--- src/rtl/fir_tdm_pkg.sv ---
// Shared types and arithmetic helpers for the time-multiplexed reconfigurable FIR.
package fir_tdm_pkg;

  typedef enum logic [1:0] {
    IDLE   = 2'd0,
    UPDATE = 2'd1,
    MAC    = 2'd2,
    OUT    = 2'd3
  } state_t;

  function automatic int acc_width(input int in_w, input int coef_w, input int max_taps);
    return in_w + coef_w + $clog2(max_taps);
  endfunction

  // Round half-up by adding 2^(sh-1), arithmetic shift, then clamp to a signed out_w range.
  function automatic logic signed [63:0] round_sat(input logic signed [63:0] acc,
                                                   input logic [4:0] sh,
                                                   input int out_w);
    logic signed [63:0] half;
    logic signed [63:0] r;
    logic signed [63:0] hi;
    logic signed [63:0] lo;
    half = (sh == 5'd0) ? 64'sd0 : (64'sd1 <<< (sh - 5'd1));
    r    = (acc + half) >>> sh;
    hi   = (64'sd1 <<< (out_w - 1)) - 64'sd1;
    lo   = -hi - 64'sd1;
    if (r > hi)      r = hi;
    else if (r < lo) r = lo;
    return r;
  endfunction

endpackage

--- src/rtl/fir_tdm_mac.sv ---
// Signed multiply-accumulate with rounding/saturating output stage for the TDM FIR.
module fir_tdm_mac
  import fir_tdm_pkg::*;
#(
  parameter int IN_W   = 3,
  parameter int COEF_W = 16,
  parameter int OUT_W  = 16,
  parameter int ACC_W  = 25
) (
  input  logic                     clk_i,
  input  logic                     rst_i,
  input  logic                     clr_i,
  input  logic                     en_i,
  input  logic signed [COEF_W-1:0] coef_i,
  input  logic signed [IN_W-1:0]   smp_i,
  input  logic [4:0]               shift_i,
  output logic signed [OUT_W-1:0]  y_o
);
  localparam int PW = IN_W + COEF_W;

  logic signed [PW-1:0]    prod;
  logic signed [ACC_W-1:0] acc_q;
  logic signed [ACC_W-1:0] acc_d;

  assign prod = PW'(coef_i) * PW'(smp_i);

  always_comb begin
    acc_d = acc_q;
    if (clr_i)     acc_d = '0;
    else if (en_i) acc_d = acc_q + ACC_W'(prod);
  end

  always_ff @(posedge clk_i or posedge rst_i) begin
    if (rst_i) acc_q <= '0;
    else       acc_q <= acc_d;
  end

  assign y_o = OUT_W'(round_sat(64'(acc_q), shift_i, OUT_W));

endmodule

--- src/rtl/reconf_fir_tdm.sv ---
// Reconfigurable FIR: one shared MAC walks up to MAX_TAPS taps per accepted sample,
// with a runtime-writable coefficient file and circular sample history.
module reconf_fir_tdm
  import fir_tdm_pkg::*;
#(
  parameter int MAX_TAPS = 40,
  parameter int IN_W     = 3,
  parameter int COEF_W   = 16,
  parameter int OUT_W    = 16
) (
  input  logic                     iClk_12M,
  input  logic                     iRst,
  input  logic                     iEnSample,
  input  logic signed [IN_W-1:0]   iFirIn,
  input  logic [6:0]               iNumOfCoeff,
  input  logic [4:0]               iShift,
  input  logic                     iCoeffUpdate,
  input  logic                     iCsn,
  input  logic                     iWrn,
  input  logic [5:0]               iAddr,
  input  logic [COEF_W-1:0]        iWrDt,
  output logic [COEF_W-1:0]        oRdDt,
  output logic signed [OUT_W-1:0]  oFirOut,
  output logic                     oValid,
  output logic                     oBusy,
  output logic                     oOverrun
);
  localparam int                ACC_W = acc_width(IN_W, COEF_W, MAX_TAPS);
  localparam int                PTR_W = $clog2(MAX_TAPS);
  localparam logic [PTR_W-1:0]  LAST  = PTR_W'(MAX_TAPS - 1);
  localparam logic [6:0]        MAX_N = 7'(MAX_TAPS);

  state_t                  state_q, state_d;
  logic [PTR_W-1:0]        wrptr_q, tap_ptr_q;
  logic [6:0]              k_q, n_q, n_in;
  logic signed [IN_W-1:0]  dline_q [MAX_TAPS];
  logic [COEF_W-1:0]       coef_q  [MAX_TAPS];
  logic signed [OUT_W-1:0] fir_q, mac_y;
  logic [COEF_W-1:0]       rd_q;
  logic                    valid_q, ovr_q;
  logic                    accept, dl_wr, mac_clr, mac_en, addr_ok;

  // iEnSample is a single-cycle strobe with no back-pressure: it is taken in IDLE/UPDATE,
  // and a strobe arriving during MAC/OUT is lost and reported on oOverrun one cycle later.
  assign n_in    = (iNumOfCoeff > MAX_N) ? MAX_N : iNumOfCoeff;
  assign addr_ok = ({1'b0, iAddr} < MAX_N);
  assign oBusy   = (state_q == MAC) || (state_q == OUT);

  always_comb begin
    state_d = state_q;
    accept  = 1'b0;
    dl_wr   = 1'b0;
    mac_clr = 1'b0;
    mac_en  = 1'b0;
    case (state_q)
      IDLE: begin
        if (iCoeffUpdate) begin
          state_d = UPDATE;
          dl_wr   = iEnSample;
        end else if (iEnSample) begin
          accept  = 1'b1;
          dl_wr   = 1'b1;
          mac_clr = 1'b1;
          state_d = (n_in == 7'd0) ? OUT : MAC;
        end
      end
      UPDATE: begin
        dl_wr = iEnSample;
        if (!iCoeffUpdate) state_d = IDLE;
      end
      MAC: begin
        mac_en = 1'b1;
        if (k_q == n_q - 7'd1) state_d = OUT;
      end
      OUT:     state_d = IDLE;
      default: state_d = IDLE;
    endcase
  end

  always_ff @(posedge iClk_12M or posedge iRst) begin
    if (iRst) begin
      state_q   <= IDLE;
      wrptr_q   <= '0;
      tap_ptr_q <= '0;
      k_q       <= '0;
      n_q       <= '0;
      fir_q     <= '0;
      valid_q   <= 1'b0;
      ovr_q     <= 1'b0;
    end else begin
      state_q <= state_d;
      valid_q <= (state_q == OUT);
      ovr_q   <= iEnSample && oBusy;
      if (dl_wr) wrptr_q <= (wrptr_q == LAST) ? '0 : wrptr_q + 1'b1;
      if (accept) begin
        n_q       <= n_in;
        k_q       <= '0;
        tap_ptr_q <= wrptr_q;
      end else if (mac_en) begin
        k_q       <= k_q + 7'd1;
        tap_ptr_q <= (tap_ptr_q == '0) ? LAST : tap_ptr_q - 1'b1;
      end
      if (state_q == OUT) fir_q <= mac_y;
    end
  end

  always_ff @(posedge iClk_12M or posedge iRst) begin
    if (iRst) begin
      for (int i = 0; i < MAX_TAPS; i++) dline_q[i] <= '0;
    end else if (dl_wr) begin
      dline_q[wrptr_q] <= iFirIn;
    end
  end

  // Coefficients are writable only while parked in UPDATE so a running sum never sees a mix.
  always_ff @(posedge iClk_12M or posedge iRst) begin
    if (iRst) begin
      for (int i = 0; i < MAX_TAPS; i++) coef_q[i] <= '0;
      rd_q <= '0;
    end else begin
      if (state_q == UPDATE && !iCsn && !iWrn && addr_ok) coef_q[iAddr[PTR_W-1:0]] <= iWrDt;
      if (!iCsn && iWrn) rd_q <= addr_ok ? coef_q[iAddr[PTR_W-1:0]] : '0;
    end
  end

  fir_tdm_mac #(
    .IN_W  (IN_W),
    .COEF_W(COEF_W),
    .OUT_W (OUT_W),
    .ACC_W (ACC_W)
  ) u_mac (
    .clk_i  (iClk_12M),
    .rst_i  (iRst),
    .clr_i  (mac_clr),
    .en_i   (mac_en),
    .coef_i (coef_q[k_q[PTR_W-1:0]]),
    .smp_i  (dline_q[tap_ptr_q]),
    .shift_i(iShift),
    .y_o    (mac_y)
  );

  assign oRdDt    = rd_q;
  assign oFirOut  = fir_q;
  assign oValid   = valid_q;
  assign oOverrun = ovr_q;

endmodule

--- config.mk ---
export PLATFORM = sky130hd
export DESIGN_NAME = reconf_fir_tdm
export DESIGN_NICKNAME = d
export VERILOG_FILES = /design/src/rtl/fir_tdm_pkg.sv /design/src/rtl/fir_tdm_mac.sv /design/src/rtl/reconf_fir_tdm.sv
export SDC_FILE = /design/constraint.sdc
export NUM_CORES = 2
export LEC_CHECK = 0
export BUFFER_PORTS_ARGS = -buffer_cell sky130_fd_sc_hd__buf_4
export CAP_MARGIN = 15
export CORE_AREA = 4 4 405 407
export CTS_CLUSTER_SIZE = 12
export DETAILED_ROUTE_END_ITERATION = 12
export DIE_AREA = 0 0 409 411
export SLEW_MARGIN = 20
export SYNTH_ARGS = -nofsm -noshare
export SYNTH_HDL_FRONTEND = slang
export SYNTH_SLANG_ARGS = --single-unit
export TNS_END_PERCENT = 30
--- constraint.sdc ---
create_clock -name iClk_12M -period 76.8 [get_ports iClk_12M]
set_input_delay 7.68 -clock iClk_12M [delete_from_list [all_inputs] [get_ports iClk_12M]]
set_output_delay 7.68 -clock iClk_12M [all_outputs]
set_load 0.005 [all_outputs]
==> results.cfg <==
[floorplan]
floorplan.die.height_um = 411
die_outline_width_um = 409
start_util_pct = 31.0
top_level_ports = 78
fp-row-count = 147
placeableCoreArea_um2 = 160000
design.die.area_um2 = 168000

[cells_and_area]
final_layout_size_suffix_gt1_share_pct = 34.2
design.final.nets = 4208
final_area_um2 = 55200
diodes = 0
layout_area_growth_over_synthesis_pct = 11.3

[clock_network]
cts_inserted_buffers = 89
cts_hold_repair.buffers = 0
number_of_clock_sinks_seen_by_cts = 847
clkSlewWorstSetupHoldPaths_ps = 60
clockRootBuffer = sky130_fd_sc_hd__clkbuf_16
clk-insertion-delay-late_ps = 700
ctsResizeCount = 0
clock_tree_from_tritoncts = yes
post-cts-setup-buffer-count = 0
htree_levels = 3
cts-root-to-sink-buffers = 3

[worst_setup_path]
timing.critical_path.fanout_max = 34
cp_slowest_stage_delay_ps = 1020
cp_common_cell = sky130_fd_sc_hd__nand4_1
worstSetupEndpointType = flop
timing.critical_path.required_ps = 77290
worst-r2r-setup-slack_ps = 67580
crit-reg2reg-launch = k_q[0]
cp_top_family = compound AO/OA/AOI/OAI gates
worst_path_slowest_cell = sky130_fd_sc_hd__o41ai_4
setup.worst_path.start_class = input pin
critical_path_buf_inv_count = 3
crit_path_cell_trace = buf_4 > clkinv_1 > buf_4 > nand2_1 > nor2_1 > ha_1 > nand4_1 > nor2_1 > nand4_1 > or4b_4 > a31oi_2 > o32a_1 > o221ai_1 > a221oi_1 > nand4_1 > and4bb_1 > nand4_1 > o41ai_4 > a21oi_1
crit_arrival_ps = 14350
worstReg2RegEnd = u_mac.acc_q[24]
critical_path_class = in -> reg
worst-r2r-cell-count = 27

[place]
post-place-ws_ps = 62350
buffer_ports.inserted = 77
routability_congestion = 0.882
dpl.hpwl_mm = 100
post_dp_cell_area_um2 = 52300

[yosys]
synth_top_flop_cell = sky130_fd_sc_hd__dfrtp_1
syn_area_um2 = 49600
syn_area_per_cell_um2 = 12.0
number_of_register_bits_inferred_by_synthesis = 847
synth.net_count = 4310
synth.most_common_cell = sky130_fd_sc_hd__dfrtp_1
number_of_enable_type_register_cells_in_the_synthesized_netlist = 0
synth-seq-area-share_pct = 42.7
async_reset_ff_share_pct = 100
yosys.area.top_type_share_pct = 42.7
netlist-cell-type-count = 91
syn-instance-count = 4140
ys.warnings.count = 0
netlist_top_cells_count = sky130_fd_sc_hd__dfrtp_1, sky130_fd_sc_hd__mux2_2, sky130_fd_sc_hd__clkbuf_1
synth_top_cell_by_area = sky130_fd_sc_hd__dfrtp_1
synth.top_cells.by_area = sky130_fd_sc_hd__dfrtp_1, sky130_fd_sc_hd__mux2_2, sky130_fd_sc_hd__mux4_2

[route]
drtAntennaViolNets = 0
finalWirelength_mm = 159
detailed_router_s_first_iteration_violation_count = 3894
drt-wirelength-per-cell_um = 25.4
route.detailed.drc = 0
drt_first_pass_iters = 8
via_per_inst = 5.84
routed-via-count = 36546

[power_and_ir_drop]
internal_power_w = 0.000948
power_frac_comb_pct = 31.9
power.share.clock_pct = 30.1
sw_frac_of_total_pct = 34.9
power.density_cell_area_nw_per_um2 = 26.4
seqPwrFrac_pct = 38.1
max_rail_drop_vdd_mv = 0.0201
switchingPower_w = 0.000508
p_leak_nw = 24.7
report.power.total_w = 0.00146

[global_route]
gr-usage-met1_pct = 25.4
globalRoute.busiestLayer = met2
antenna_found_initial = 5
track_usage_pct = 18.4
largest_net_degree_at_the_start_of_global_routing = 106
grt.met3_usage_pct = 4.08
first_pass_grt_wire_length_mm = 239
globalRouteOverflowTotal = 0
via_count_of_the_first_global_routing_pass = 36614
grt_use_met2_pct = 29.0

[sta]
setup_viol = 0
max_slew_margin_pct = 18.4
final.setup.tns_ps = 0
postLayoutSetupSlackWorst_ps = 62940
max_clock_freq_ghz = 0.0722
final_period_minus_worst_setup_slack_ps = 13860
worst_clock_skew_ps = 40.8
setup_repair_after_global_routing_missed_its_margin = false
tightestPinTransition_ps = 1220
finalMaxSlewViolations = 0
fin_worst_hold_slack_ps = 488
layout_worst_path_cycle_share_pct = 18.0
finalHoldViolations = 0

[flow_run]
cap_violations = 0

[worst_hold_path]
worstHoldPathCells = 2
holdCritPathClass = reg -> reg
holdPathEnd = oRdDt[1]
worst_hold_startpoint = oRdDt[1]

[run_status]
status = finished clean
==> state kept, by name, indices dropped and copies added, names as in the netlist <==
register,cells
wrptr_q,6
oFirOut,16
u_mac.acc_q,25
tap_ptr_q,6
oValid,1
state_q,2
n_q,7
oOverrun,1
k_q,7
coef_q,640
dline_q,120
oRdDt,16
==> cells by family after synthesis <==
group	after synthesis	synth area share, %
muxes	1071	29.7
xor gates and xnor gates	61	1.08
buffers and inverters	450	3.49
and+or+nand+nor	741	7.06
AOI/OAI and AO/OA	841	12.1
adders and majority gates	127	3.81
other	2	0.0151
DFF	847	42.7
==> layout by cell type, fill, tap and decap left out, types with 82 or more instances in the layout <==
cell type	netlist	final
sky130_fd_sc_hd__dfrtp_1	847	842
sky130_fd_sc_hd__mux2_2	788	788
sky130_fd_sc_hd__a22oi_1	270	270
sky130_fd_sc_hd__nand2_1	246	244
sky130_fd_sc_hd__mux4_2	240	240
sky130_fd_sc_hd__nor2_1	194	193
sky130_fd_sc_hd__buf_4	2	165
sky130_fd_sc_hd__a21oi_1	142	142
sky130_fd_sc_hd__clkbuf_16	0	91
sky130_fd_sc_hd__ha_1	87	87
sky130_fd_sc_hd__inv_1	85	84
sky130_fd_sc_hd__o21ai_0	83	82
==> worst max-delay path by stage <==
| stage | from | to | slack [ps] | cells after the start |
|---|---|---|---|---|
| 2_1_floorplan | iRst | coef_q[0] | 45320 | 1 |
| 3_3_place_gp | iShift[1] | oFirOut[14] | 62490 | 21 |
| 3_5_place_dp | iShift[1] | oFirOut[14] | 62350 | 19 |
| 4_1_cts | iShift[1] | oFirOut[14] | 63060 | 19 |
| 5_1_grt | iShift[3] | oFirOut[2] | 62600 | 20 |
| 6_report | iShift[1] | oFirOut[14] | 62940 | 19 |
==> power groups by stage <==
stage	Sequential (W)	Combinational [W]	Clock, W
after floorplan	0.000529	0.000367	0
after global placement	0.000560	0.000457	0
after detailed placement	0.000562	0.000462	0
after CTS	0.000555	0.000465	0.000446
after global routing	0.000562	0.000509	0.000464
final	0.000554	0.000464	0.000438
==> per-layer routing <==
layer / wire length (µm) / part of all wire (%)
met1: 67300 / 42
met2: 72500 / 46
met3: 14200 / 8.9
met4: 4890 / 3.1
met5: 32 / 0.020
==> worst register-to-register path, cell delays in order (launching register included) <==
cell and delay, ps:
sky130_fd_sc_hd__dfrtp_4 770, sky130_fd_sc_hd__buf_4 670, sky130_fd_sc_hd__buf_4 700, sky130_fd_sc_hd__mux4_2 620, sky130_fd_sc_hd__mux2_2 350, sky130_fd_sc_hd__a221oi_1 460
sky130_fd_sc_hd__a21o_1 330, sky130_fd_sc_hd__or2_2 190, sky130_fd_sc_hd__fa_1 430, sky130_fd_sc_hd__fa_1 500, sky130_fd_sc_hd__fa_1 530, sky130_fd_sc_hd__inv_1 40
sky130_fd_sc_hd__ha_1 220, sky130_fd_sc_hd__fa_1 410, sky130_fd_sc_hd__a21o_1 190, sky130_fd_sc_hd__a21oi_1 220, sky130_fd_sc_hd__o21bai_1 90, sky130_fd_sc_hd__a21oi_1 220
sky130_fd_sc_hd__o21bai_1 120, sky130_fd_sc_hd__a41oi_1 330, sky130_fd_sc_hd__a211oi_1 200, sky130_fd_sc_hd__or3_1 450, sky130_fd_sc_hd__nand3_1 120, sky130_fd_sc_hd__a31oi_1 100
sky130_fd_sc_hd__xnor2_1 490, sky130_fd_sc_hd__nor2_1 90, sky130_fd_sc_hd__a21oi_1 150, sky130_fd_sc_hd__o21ai_0 80
==> layout make-up <==
| cell class | instances | area (µm²) |
|---|---|---|
| inverters | 88 | 338 |
| well taps | 2160 | 2700 |
| flip-flops and latches | 847 | 21200 |
| clock buffers | 130 | 2620 |
| multi-input cells | 2843 | 26700 |
| repair buffers | 169 | 1310 |
| clock inverters | 20 | 267 |
| fillers | 15766 | 105000 |
==> per-stage QoR <==
| stage | instances | util [%] |
|---|---|---|
| final | 6257 | 34.4 |
| after global routing | 6257 | 34.4 |
| after CTS | 6257 | 34.4 |
| after detailed placement | 6107 | 32.6 |
| after global placement | 6107 | 32.6 |
| after floorplan | 4140 | - |
Power figures use the tool's default switching activity.
